**src/rtl/mode_decoder_if.sv**
```systemverilog
// Load/store decode bus: request fields from the pipeline, decoded lane info back.
interface mode_decoder_if;
  logic [1:0] func3_2;
  logic       in_valid;
  logic [1:0] addr_lo;
  logic [2:0] mode;
  logic       out_valid;
  logic [3:0] byte_en;
  logic       misaligned;
  logic       illegal;

  modport master (
    output func3_2, in_valid, addr_lo,
    input  mode, out_valid, byte_en, misaligned, illegal
  );

  modport slave (
    input  func3_2, in_valid, addr_lo,
    output mode, out_valid, byte_en, misaligned, illegal
  );
endinterface

```
**src/rtl/mode_decoder.sv**
```systemverilog
// RV32 load/store size decode: combinational one-hot mode plus registered
// byte-lane enables with misalignment and illegal-size flags.
module mode_decoder (
  input  logic          clk,
  input  logic          rst,
  mode_decoder_if.slave bus
);
  logic       out_valid_q;
  logic [3:0] byte_en_d, byte_en_q;
  logic       misaligned_d, misaligned_q;
  logic       illegal_d, illegal_q;

  always_comb begin
    unique case (bus.func3_2)
      2'b00:   bus.mode = 3'b001;
      2'b01:   bus.mode = 3'b010;
      2'b10:   bus.mode = 3'b100;
      default: bus.mode = 3'b000;
    endcase
  end

  // Invalid cycles register all-zero so stale lanes never leak downstream.
  always_comb begin
    byte_en_d    = 4'b0000;
    misaligned_d = 1'b0;
    illegal_d    = 1'b0;
    if (bus.in_valid) begin
      unique case (bus.func3_2)
        2'b00: byte_en_d = 4'b0001 << bus.addr_lo;
        2'b01: begin
          if (bus.addr_lo[0]) misaligned_d = 1'b1;
          else                byte_en_d    = 4'b0011 << bus.addr_lo;
        end
        2'b10: begin
          if (bus.addr_lo != 2'b00) misaligned_d = 1'b1;
          else                      byte_en_d    = 4'b1111;
        end
        default: illegal_d = 1'b1;
      endcase
    end
  end

  always_ff @(posedge clk or posedge rst) begin
    if (rst) begin
      out_valid_q  <= 1'b0;
      byte_en_q    <= 4'b0000;
      misaligned_q <= 1'b0;
      illegal_q    <= 1'b0;
    end else begin
      out_valid_q  <= bus.in_valid;
      byte_en_q    <= byte_en_d;
      misaligned_q <= misaligned_d;
      illegal_q    <= illegal_d;
    end
  end

  assign bus.out_valid  = out_valid_q;
  assign bus.byte_en    = byte_en_q;
  assign bus.misaligned = misaligned_q;
  assign bus.illegal    = illegal_q;
endmodule

```
**src/flat_wrapper.sv**
```systemverilog
// flat-port wrapper written by rule: the top's interface ports become plain ports
module mode_decoder_flat 
  (clk, rst, bus_func3_2, bus_in_valid, bus_addr_lo, bus_mode, bus_out_valid, bus_byte_en, bus_misaligned, bus_illegal);
  mode_decoder_if bus_i ();
  input  logic clk;
  input  logic rst;
  input wire logic [$bits(bus_i.func3_2)-1:0] bus_func3_2;
  input wire logic [$bits(bus_i.in_valid)-1:0] bus_in_valid;
  input wire logic [$bits(bus_i.addr_lo)-1:0] bus_addr_lo;
  output wire logic [$bits(bus_i.mode)-1:0] bus_mode;
  output wire logic [$bits(bus_i.out_valid)-1:0] bus_out_valid;
  output wire logic [$bits(bus_i.byte_en)-1:0] bus_byte_en;
  output wire logic [$bits(bus_i.misaligned)-1:0] bus_misaligned;
  output wire logic [$bits(bus_i.illegal)-1:0] bus_illegal;
  assign bus_i.func3_2 = bus_func3_2;
  assign bus_i.in_valid = bus_in_valid;
  assign bus_i.addr_lo = bus_addr_lo;
  assign bus_mode = bus_i.mode;
  assign bus_out_valid = bus_i.out_valid;
  assign bus_byte_en = bus_i.byte_en;
  assign bus_misaligned = bus_i.misaligned;
  assign bus_illegal = bus_i.illegal;
  mode_decoder u_core (.clk(clk), .rst(rst), .bus(bus_i));
endmodule
```
**config.mk**
```make
export PLATFORM = sky130hd
export DESIGN_NAME = mode_decoder_flat
export DESIGN_NICKNAME = d
export VERILOG_FILES = /design/src/rtl/mode_decoder_if.sv /design/src/rtl/mode_decoder.sv /design/src/flat_wrapper.sv
export SDC_FILE = /design/constraint.sdc
export NUM_CORES = 1
export LEC_CHECK = 0
export ABC_AREA = 1
export BUFFER_PORTS_ARGS = -buffer_cell sky130_fd_sc_hd__buf_2
export CORE_AREA = 2 2 39 41
export DETAILED_ROUTE_END_ITERATION = 7
export DIE_AREA = 0 0 41 43
export PLACE_DENSITY_LB_ADDON = 0.12
export SETUP_SLACK_MARGIN = 0.4
export SYNTH_ARGS = -nofsm -noshare
export SYNTH_HDL_FRONTEND = slang
export SYNTH_SLANG_ARGS = --single-unit
```
**constraint.sdc**
```tcl
create_clock -name clk -period 0.8 [get_ports clk]
set_input_delay 0.2 -clock clk [delete_from_list [all_inputs] [get_ports clk]]
set_output_delay 0.2 -clock clk [all_outputs]
set_load 0.005 [all_outputs]
```
Word level (Yosys, flattened, before mapping) --
Cells that the tools add are included.
Storage, ports and cells: output and inout bits 10, register bits 7, bits of input ports 7
Cells by class: mux-type cells 11, reductions and logical operators 3, equality and inequality tests 2, shift operators 2
Operators with widths (number):
- 2-to-1 mux 4 bit | 3
- case mux 4 bit (3 select lines) | 1
- case mux 3 bit (3 select lines) | 1
- 2-to-1 mux 1 bit | 5
- << shifter 1 x 2 -> 4 bit, first input constant | 1
- << shifter 2 x 2 -> 4 bit, first input constant | 1
- OR reduction 3 bit | 1
- equality test 2 x 1 -> 1 bit, second input constant | 1
- equality test 2 bit, second input constant | 1
- logical NOT 2 bit | 1
- case mux 1 bit (2 select lines) | 1
- nonzero test 2 bit | 1

Logic depth before layout (Yosys ltp) --
word-level depth 4, gate-level depth with buffers 6, gate-level depth less buffers 6

Worst setup path after synthesis --
Ideal clock, no wire load.
kind input port to flip-flop, start point input bus_func3_2[0], end point register u_core.byte_en_q[2] (netlist: u_core.bus.byte_en[2]), path buffers 0, required time 687 ps, data arrival time 731 ps, path slack -44 ps, cell stages on the path 6, cells stage by stage inv_1 -> ha_1 -> nand3_1 -> nand3_1 -> nand2_1 -> inv_1
On the way: cells in the longest elaborated chain, start to end 3
Ends and longest elaborated chain:
- from (decl) | line flat_wrapper.sv:7 | input wire logic [$bits(bus_i.func3_2)-1:0] bus_func3_2;
- equality test 2 bit, or another cell as far along | line mode_decoder.sv:28 | unique case (bus.func3_2)
- case mux 4 bit (3 select lines) (*) | line mode_decoder.sv:28
- 2-to-1 mux 4 bit (*) | line mode_decoder.sv:27 | if (bus.in_valid) begin
- via u_core.byte_en_d[2] | line mode_decoder.sv:9 | logic [3:0] byte_en_d, byte_en_q;
- to (signal assigned) | line mode_decoder.sv:51 | byte_en_q <= byte_en_d;
- to (decl) | line mode_decoder.sv:9
The timed path passes the listed nets; every way through them passes the cells marked *.

Worst setup path after layout --
start point register u_core.illegal_q (netlist: u_core.bus.illegal), end point output bus_illegal
RTL lines:
- from (decl) | line mode_decoder.sv:11 | logic illegal_d, illegal_q;
- from (signal assigned) | line mode_decoder.sv:53 | illegal_q <= illegal_d;
- to (decl) | line flat_wrapper.sv:14 | output wire logic [$bits(bus_i.illegal)-1:0] bus_illegal;
No word-level cell between the ends.

==> flow_metrics.tcl <==
set metrics [dict create \
    status "complete, but fails checks" \
    violations "hold timing, setup timing" \
    ant_nets 0 \
    grt_setup_unrepaired "yes" \
    dp_hpwl_um 560.1 \
    num_rows 14 \
    ys_ff_latch 7 \
    viasPerCell 4.179 \
    cp.buffers_inverters 1 \
    netlist_instances 41 \
    synth_nets 53 \
    crit_type "reg2out" \
    io_buffers 16 \
    whs_ns -0.1309 \
    grt_usage_pct 10.83 \
    p_leak_uw 0.0004050 \
    setup_ws_ns -0.1159 \
    min_path_type "in2async" \
    required_ns 0.60 \
    synth_seq_area_share_pct 48.11 \
    slowest_stage "dfrtp_1" \
    die-height_um 43 \
    slew_viol_final 0 \
    top_layer "met3" \
    fin_nets 81 \
    cts_buffers 3 \
    cts.reportedPaths.clkPinSlew_ns 0.05 \
    crit_chain "buf_2" \
    fillers 120 \
    dr.pass1.iters 2 \
    ir_drop_mv 0.5058 \
    root_buffer "clkbuf_4" \
    m1WireLength_um 273 \
    syn-cell-area_um2 364.1 \
    worstPathMaxFanout 1 \
    die_x_um 41 \
    crit_family "flip-flops" \
    grt_pass1_vias 329 \
    num_antenna_cells 0 \
    wl_um 775 \
    overflow 0 \
    cts.sink_count 7 \
    cts_tree "built" \
    drc_errors 0 \
    initial_core_util_pct 26.31 \
    wl_per_cell_um 9.226 \
    final_util_pct 57.05 \
    period_share_pct 114.5 \
    fmax_mhz 1092 \
    syn_to_final_growth_pct 116.8 \
    num_io_pins 17 \
    wl_met2_um 452 \
    design_area_um2 789.5 \
    pwr_density_cell_nw_per_um2 1191 \
    met3_length_um 49 \
    core_area_um2 1384 \
    fin_tns_setup_ns -0.7606 \
    clk_path_buf_depth 2 \
    preCtsSetupSlack_ns -0.2271 \
    min_period_ns 0.9159 \
    setup_violations 9 \
    grt_pass1_wl_um 1276 \
    total_power_uw 940.4 \
    crit_path_max_incr_delay_ns 0.36 \
    worstPathArrival_ns 0.72 \
    multi_input_area_um2 305.3 \
    cts.htree.levels 1 \
    finalWeightedCongestion 0.7289 \
    syn_area_per_cell_um2 8.880 \
    seqCellArea_um2 175.2 \
    drt-initial-drc-count 5 \
    worstMarginPinSlew_ns 0.2516 \
    cp-end-kind "output port" \
    placed_area_um2 564.3 \
    yosys_warnings 0 \
    die-area_um2 1763 \
    critical_path_depth 1 \
    layout-drive-gt1-share_pct 69.12 \
    start_kind "flop" \
    cap_viol_max_count 0 \
    vias 351 \
    relSlewSlack_pct 83.21 \
    antenna_found_initial 0 \
    synth_cell_types 11 \
    grt_max_degree 8 \
    hold_violations 7 \
]
[final timing paths]
check | start | endpoint | slack [ns]
min | rst | u_core.bus.misaligned | -0.13
min in group clk | bus_in_valid | u_core.bus.out_valid | 0.19
max | u_core.bus.illegal | bus_illegal | -0.12
max in group asynchronous | rst | u_core.bus.out_valid | 0.73
[Yosys cell counts (all sizes together)]
| cell type | number | area (um^2) |
|---|---|---|
| a21boi | 1 | 7.510 |
| nand2 | 7 | 26.28 |
| ha | 5 | 62.56 |
| nand3 | 5 | 25.02 |
| inv | 8 | 30.03 |
| a21oi | 1 | 5.000 |
| nor2 | 4 | 17.52 |
| dfrtp | 7 | 175.2 |
| o21ai | 1 | 5.000 |
| nor3 | 2 | 10.01 |
[state kept, by name, summed over array words and instances, names as in the netlist]
register and cells:
u_core.bus.byte_en 4, u_core.bus.illegal 1, u_core.bus.misaligned 1, u_core.bus.out_valid 1
[report_power, final]
group	total (uW)	switching, uW	internal, uW
logic	268	127	141
registers	370	2.44	368
clock network	302	113	189
[cell usage in the layout (no fill, tap or decap), drive strengths merged]
cell,count
ha,5
nand2,7
a21oi,1
nor2,4
dfrtp,7
nand3,5
a21boi,1
buf,23
clkbuf,4
nor3,2
inv,8
o21ai,1
[metal layers]
| metal | up-vias | GRT usage (%) |
|---|---|---|
| met1 | 157 | 9.615 |
| li1 | 183 | - |
| met2 | 11 | 19.69 |
| met5 | - | 0 |
| met4 | 0 | 6.000 |
| met3 | 0 | 3.141 |
[final cells by class]
| cell class | instances | area share (%) |
|---|---|---|
| well taps | 16 | 2.536 |
| repair buffers | 23 | 26.31 |
| clock buffers | 4 | 3.328 |
| flip-flops and latches | 7 | 22.19 |
| multi-input cells | 26 | 38.67 |
| inverters | 8 | 6.973 |
[metrics by stage]
step                      hold WS (ns)  instances
after detailed placement        0.1350         74
after global routing           -0.1225         84
after CTS                      -0.1291         83
final                          -0.1309         84
after floorplan               0.003398         41
after global placement          0.1311         74
[logic make-up (layout without fill, tap and decap cells)]
group	after synthesis	in the layout	synth area share, %
AOI/OAI and AO/OA	3	3	4.809
adders and majority gates	5	5	17.18
DFF	7	7	48.11
buffers and inverters	8	35	8.248
and+or+nand+nor	18	18	21.65
[repair_timing]
item / 4_1_cts / 5_1_grt
buffers inserted: 5 / 1
endpoints found under the hold margin: 7 / 7
pin swaps: 10 / 9
resized for setup: 30 / 4
endpoints found under the setup margin: 16 / 16
Note: power is estimated with default switching activity, not from simulation.
